### src/rtl/mem_arbiter.sv
// Two-requester (CPU / loader) arbiter for a single synchronous memory; three cycles per access.
// Define MEM_ARB_LD_PRIO_EN to give the loader fixed priority on ties instead of round-robin.
module mem_arbiter (
    input  logic        clk,
    input  logic        reset,
    input  logic        cpu_on,
    input  logic        cpu_req,
    input  logic        cpu_we,
    input  logic [15:0] cpu_addr,
    input  logic [15:0] cpu_wdata,
    output logic        cpu_ack,
    output logic        cpu_stall,
    input  logic        ld_req,
    input  logic        ld_we,
    input  logic [15:0] ld_addr,
    input  logic [15:0] ld_wdata,
    output logic        ld_ack,
    output logic [15:0] rdata,
    output logic [15:0] mem_addr,
    output logic [15:0] mem_wdata,
    output logic        mem_we,
    input  logic [15:0] mem_rdata
);

    typedef enum logic [1:0] {
        IDLE = 2'd0,
        ACC  = 2'd1,
        DONE = 2'd2
    } state_t;

    state_t state, state_next;
    logic   owner_ld;
    logic   cpu_valid;
    logic   grant;
    logic   grant_ld;

`ifndef MEM_ARB_LD_PRIO_EN
    // Set when the most recent grant went to the loader, so the CPU wins the next tie.
    logic last_ld;
`endif

    always_comb begin
        cpu_valid = cpu_on & cpu_req;
        grant     = (state == IDLE) && (cpu_valid || ld_req);
`ifdef MEM_ARB_LD_PRIO_EN
        grant_ld  = ld_req;
`else
        grant_ld  = ld_req && !(cpu_valid && last_ld);
`endif
    end

    always_comb begin
        state_next = state;
        case (state)
            IDLE:    if (grant) state_next = ACC;
            ACC:     state_next = DONE;
            DONE:    state_next = IDLE;
            default: state_next = IDLE;
        endcase
    end

    always_ff @(posedge clk) begin
        if (reset) begin
            state     <= IDLE;
            owner_ld  <= 1'b0;
            mem_addr  <= 16'h0000;
            mem_wdata <= 16'h0000;
            mem_we    <= 1'b0;
        end else begin
            state <= state_next;
            if (grant) begin
                owner_ld  <= grant_ld;
                mem_addr  <= grant_ld ? ld_addr  : cpu_addr;
                mem_wdata <= grant_ld ? ld_wdata : cpu_wdata;
                mem_we    <= grant_ld ? ld_we    : cpu_we;
            end else begin
                mem_we    <= 1'b0;
            end
        end
    end

`ifndef MEM_ARB_LD_PRIO_EN
    always_ff @(posedge clk) begin
        if (reset) begin
            last_ld <= 1'b1;
        end else if (grant) begin
            last_ld <= grant_ld;
        end
    end
`endif

    // Read data from the memory lands in DONE, so the ack and rdata line up.
    always_comb begin
        cpu_ack   = (state == DONE) && !owner_ld;
        ld_ack    = (state == DONE) &&  owner_ld;
        cpu_stall = cpu_req & ~cpu_ack;
        rdata     = mem_rdata;
    end

endmodule

### config.mk
export PLATFORM = sky130hd
export DESIGN_NAME = mem_arbiter
export DESIGN_NICKNAME = d
export VERILOG_FILES = /design/src/rtl/mem_arbiter.sv
export SDC_FILE = /design/constraint.sdc
export NUM_CORES = 1
export LEC_CHECK = 0
export CAP_MARGIN = 25
export CORE_ASPECT_RATIO = 2
export CORE_MARGIN = 3
export CORE_UTILIZATION = 36
export CTS_CLUSTER_SIZE = 10
export DETAILED_ROUTE_END_ITERATION = 12
export PLACE_DENSITY = 0.89
export SLEW_MARGIN = 10
export SYNTH_ARGS = -nofsm -noshare
export SYNTH_HDL_FRONTEND = slang
export SYNTH_SLANG_ARGS = --single-unit
### constraint.sdc
create_clock -name clk -period 1.5 [get_ports clk]
set_input_delay 0.225 -clock clk [delete_from_list [all_inputs] [get_ports clk]]
set_output_delay 0.225 -clock clk [all_outputs]
set_load 0.01 [all_outputs]
After elaboration in Yosys (flattened, before gate mapping)
Cells that the tools add are included.

word-level totals
  bits of input ports = 87
  register bits = 37

operators by class
  bitwise operators = 4
  equal/unequal tests = 3
  reductions and logical operators = 10
  muxes and demuxes = 5

operators with widths
  operator              count
  $mux W16              2
  $logic_and A1 B1 Y1   5
  $pmux W2 S2           1
  $and A1 B1 Y1         2
  $eq A2 B1 Y1 const B  1
  $eq A2 B2 Y1 const B  1
  $logic_not A1 Y1      2
  $logic_not A2 Y1      1
  $mux W2               1
  $ne A2 B2 Y1 const B  1
  $not A1 Y1            2
  $reduce_or A2 Y1      1
  $logic_or A1 B1 Y1    1
  $mux W1               1

Depth between registers and ports, before layout
  depth in word-level cells = 5
  depth in mapped cells = 5
  depth with buffers taken out = 3

Worst setup path before layout
Ideal clock, no wire load.

  path type = register -> register
  from = register state[1]
  to = register mem_wdata[8]
  required time = 1.366 ns
  arrival time = 1.051 ns
  slack = 0.315 ns
  period minus slack after synthesis = 1.185 ns
  stages on the path, launching flop included = 5
  library setup time = 0.134 ns
  path through = dfxtp_1 -> or2_2 -> nor2_4 -> clkbuf_8 -> a311oi_2

on the way
  cells in the longest elaborated chain, start to end = 2

RTL lines
  item                    line  text
  from (decl)             31    state_t state, state_next;
  from (signal assigned)  70    state <= state_next;
  $logic_not A2 Y1        44    grant = (state == IDLE) && (cpu_valid || ld_req);
  $logic_and A1 B1 Y1     44
  to (signal assigned)    74    mem_wdata <= grant_ld ? ld_wdata : cpu_wdata;
  to (decl)               20    output logic [15:0] mem_wdata,

Every way passes these cells.
A chain may end at the register's enable or synchronous reset.

Worst setup path in the final report
  from = input port cpu_req
  to = register mem_addr[7]

on the way
  cells in the longest elaborated chain, start to end = 5
  elaborated cells on any way between the ends = 7
  those cells by class = 1 x mux; 1 x bitwise; 5 x reduce/logical

RTL lines
  item                  line  text
  from (decl)           7     input logic cpu_req,
  $and A1 B1 Y1 (*)     43    cpu_valid = cpu_on & cpu_req;
  $logic_and A1 B1 Y1   48    grant_ld = ld_req && !(cpu_valid && last_ld);
  $logic_not A1 Y1      48
  $logic_and A1 B1 Y1   48
  $mux W16              73    mem_addr <= grant_ld ? ld_addr : cpu_addr;
  to (signal assigned)  73
  to (decl)             19    output logic [15:0] mem_addr,

Every way passes the cells marked *; elsewhere a longest branch is shown, timed or not.

==> results.txt <==
Reported max-cap violation count - 0
Number of antenna violations at the first check in global routing - 0
Slew of the pin with the lowest slew margin - 440 ps
Most used DFF post-synth - dfxtp_1
Number of hold violations in the final report - 0
Total of buffers placed on input and output ports - 106
Post-synthesis net count - 316
Critical Setup Path Class - in2reg
Detailed-route vias per instance - 5.87
Min Hold Slack - 450 ps
Area growth from synthesis to layout - 51.8%
Lkg Pwr - 1.14 nW
Pwr dens - 876 mW/mm^2
Antenna-violating nets left - 0
Most numerous cell in the Yosys netlist - dfxtp_1
I/O pin count - 139
Slew Limit Headroom - 70.6%
Sequential share of the synthesized area - 35.7%
Length of the first detailed-routing pass in iterations - 4
Syn. warnings - 0
Result of the run - complete, no violations
Half-perimeter wire length after detailed placement - 5080 um
Hold buffer count at CTS - 0
Clock-pin slew reported for the worst setup and hold paths after clock tree synthesis - 70 ps
Max IR drop VDD - 0.699 mV
Final number of max-transition violations - 0
Number of synthesized flops with an enable pin - 0
Share of the synthesized area in the top cell type - 35.7%
Die extent in y - 113 um
Count of unresolved DRC violations after routing - 0
Die ar. - 0.00676 sq mm
Worst Path Max Fanout - 17
Library cell with the largest summed area after synthesis - dfxtp_1
Average size of a mapped cell - 9.05 sq um
H-tree depth - 2
Most area-consuming cells after synthesis - dfxtp_1 36%, a311oi_1 13%, clkbuf_8 11%
Wire length of the first global-routing pass - 10700 um
Drt initial violations - 131
Final period demand of the worst path - 1450 ps
Chip width - 59.6 um
Final std cell area, no fill - 0.00314 sq mm
Total of flip-flops plus latches after synthesis - 37
Wirelength, routed - 7180 um
Final net count - 408
Element type at the critical path end - flip-flop
Type of element launching the critical path - primary input
Clock tree from TritonCTS - yes
Achievable Freq - 692 MHz
Cell count after synthesis - 229
RePlAce Congestion - 0.771
Antenna diode count - 0
Synth top cells by count - 37 x dfxtp_1, 35 x o21ai_0, 34 x a21oi_1, 34 x nand3_1, 30 x a311oi_1
Clock Skew - 8.07 ps
Type of the tightest min-delay check - in2out
GRT overflow - 0
Root buffer selected by CTS - clkbuf_8
Number of placement rows - 38
TritonCTS sink count - 37
Fraction of synthesis flops using an asynchronous set or reset pin - 0%
CP Data Arrival Time - 1640 ps
Share of the clock period used by the worst path after layout - 96.3%
Post-Synthesis Cell Area - 0.00207 sq mm
Final-report setup violation count - 0
Pin count of the biggest net entering global routing - 32
Worst skew pair latency - 290 ps
Effective utilization at floorplan - 37.6%
Fraction of final layout cells with drive strength greater than 1 - 12.2%
Vias post-DR - 2231
Via count of the first global-routing pass - 2158
GRT Util Overall - 20.9%
Count of cell types in the netlist - 26
Worst-case clock buffer depth - 2
Routed WL per cell - 18.9 um
Area of the core - 0.00552 sq mm
Register-to-register setup slack - 110 ps
TritonCTS Buffers - 5
Required time of the worst setup path - 1700 ps
Total placed instance area - 0.00300 sq mm
[routing by layer]
metal	up-vias	track usage, %	wire length [um]
li1	1041	-	-
met1	1031	21.4	2280
met2	123	37.1	4070
met3	36	3.42	456
met4	0	12.7	375
met5	-	0	0
[power breakdown]
group / leakage (nW) / switching (W) / internal, W
Combinational: 0.788 / 0.000420 / 0.000535
Clock: 0.0399 / 0.000342 / 0.000306
Sequential: 0.307 / 0.0000610 / 0.00109
[area by class of cell]
cell class                      instances  area (sq um)
Fill cell                             513          2370
Multi-Input combinational cell        150           948
Tap cell                               60          75.1
Sequential cell                        37           742
Clock buffer                            5          68.8
Timing Repair Buffer                  126          1300
Inverter                                1          3.75
Clock inverter                          1          5.00
[path summary, 6_finish.rpt]
path                              start                         end  cells past startpoint
min                       mem_rdata[11]                   rdata[11]                      0
max                             cpu_req    mem_addr[7]$_SDFFE_PP0P_                      5
min reg2reg  mem_wdata[14]$_SDFFE_PP0P_  mem_wdata[14]$_SDFFE_PP0P_                      2
max reg2reg       state[0]$_SDFFE_PP0P_   mem_wdata[2]$_SDFFE_PP0P_                      3
[timing repair]
item                                    4_1_cts  5_1_grt
buffers inserted                              0        2
gates resized for setup                       6        6
endpoints found under the setup margin       35       12
gates cloned                                  1        0
pin swaps                                     1        3
hold endpoints to repair                      0        0
[metrics by stage]
stage	power [W]	std cells	setup TNS [ps]	worst slack (ps)	utilization [%]
6_report	0.00275	380	0	54.9	57.0
5_1_grt	0.00288	380	-35.2	-35.2	57.0
4_1_cts	0.00275	378	0	17.0	56.1
3_5_place_dp	0.00209	371	-12790	-419	54.4
3_3_place_gp	0.00206	371	-10200	-328	54.4
2_1_floorplan	0.00166	229	0	315	-
[cells in the final DEF, fill, tap and decap left out, types with 3 or more instances in the layout]
cell             count
clkdlybuf4s50_1    102
dfxtp_1             36
o21ai_0             35
nand3_1             34
a21oi_1             33
a311oi_1            29
buf_4               12
buf_12               7
clkbuf_8             5
nor2_4               3
a311oi_2             3
dlygate4sd2_1        3
[flip-flops by register name (all words and copies together) (netlist names)]
name and cells:
mem_addr 16, mem_wdata 16, state 2, last_ld 1, mem_we 1, owner_ld 1
[kinds of logic (layout without fill, tap and decap cells)]
family	after synthesis	after routing	share of synthesized area (%)
compound gates	103	103	31.6
buf+inv	43	133	20.3
flops	37	37	35.7
simple gates	46	47	12.4
[critical path, stage by stage]
cell	delay [ps]
clkdlybuf4s50_1	540
and3_2	280
buf_12	150
o21ai_0	120
a311oi_2	310
Power figures use the tool's default switching activity.
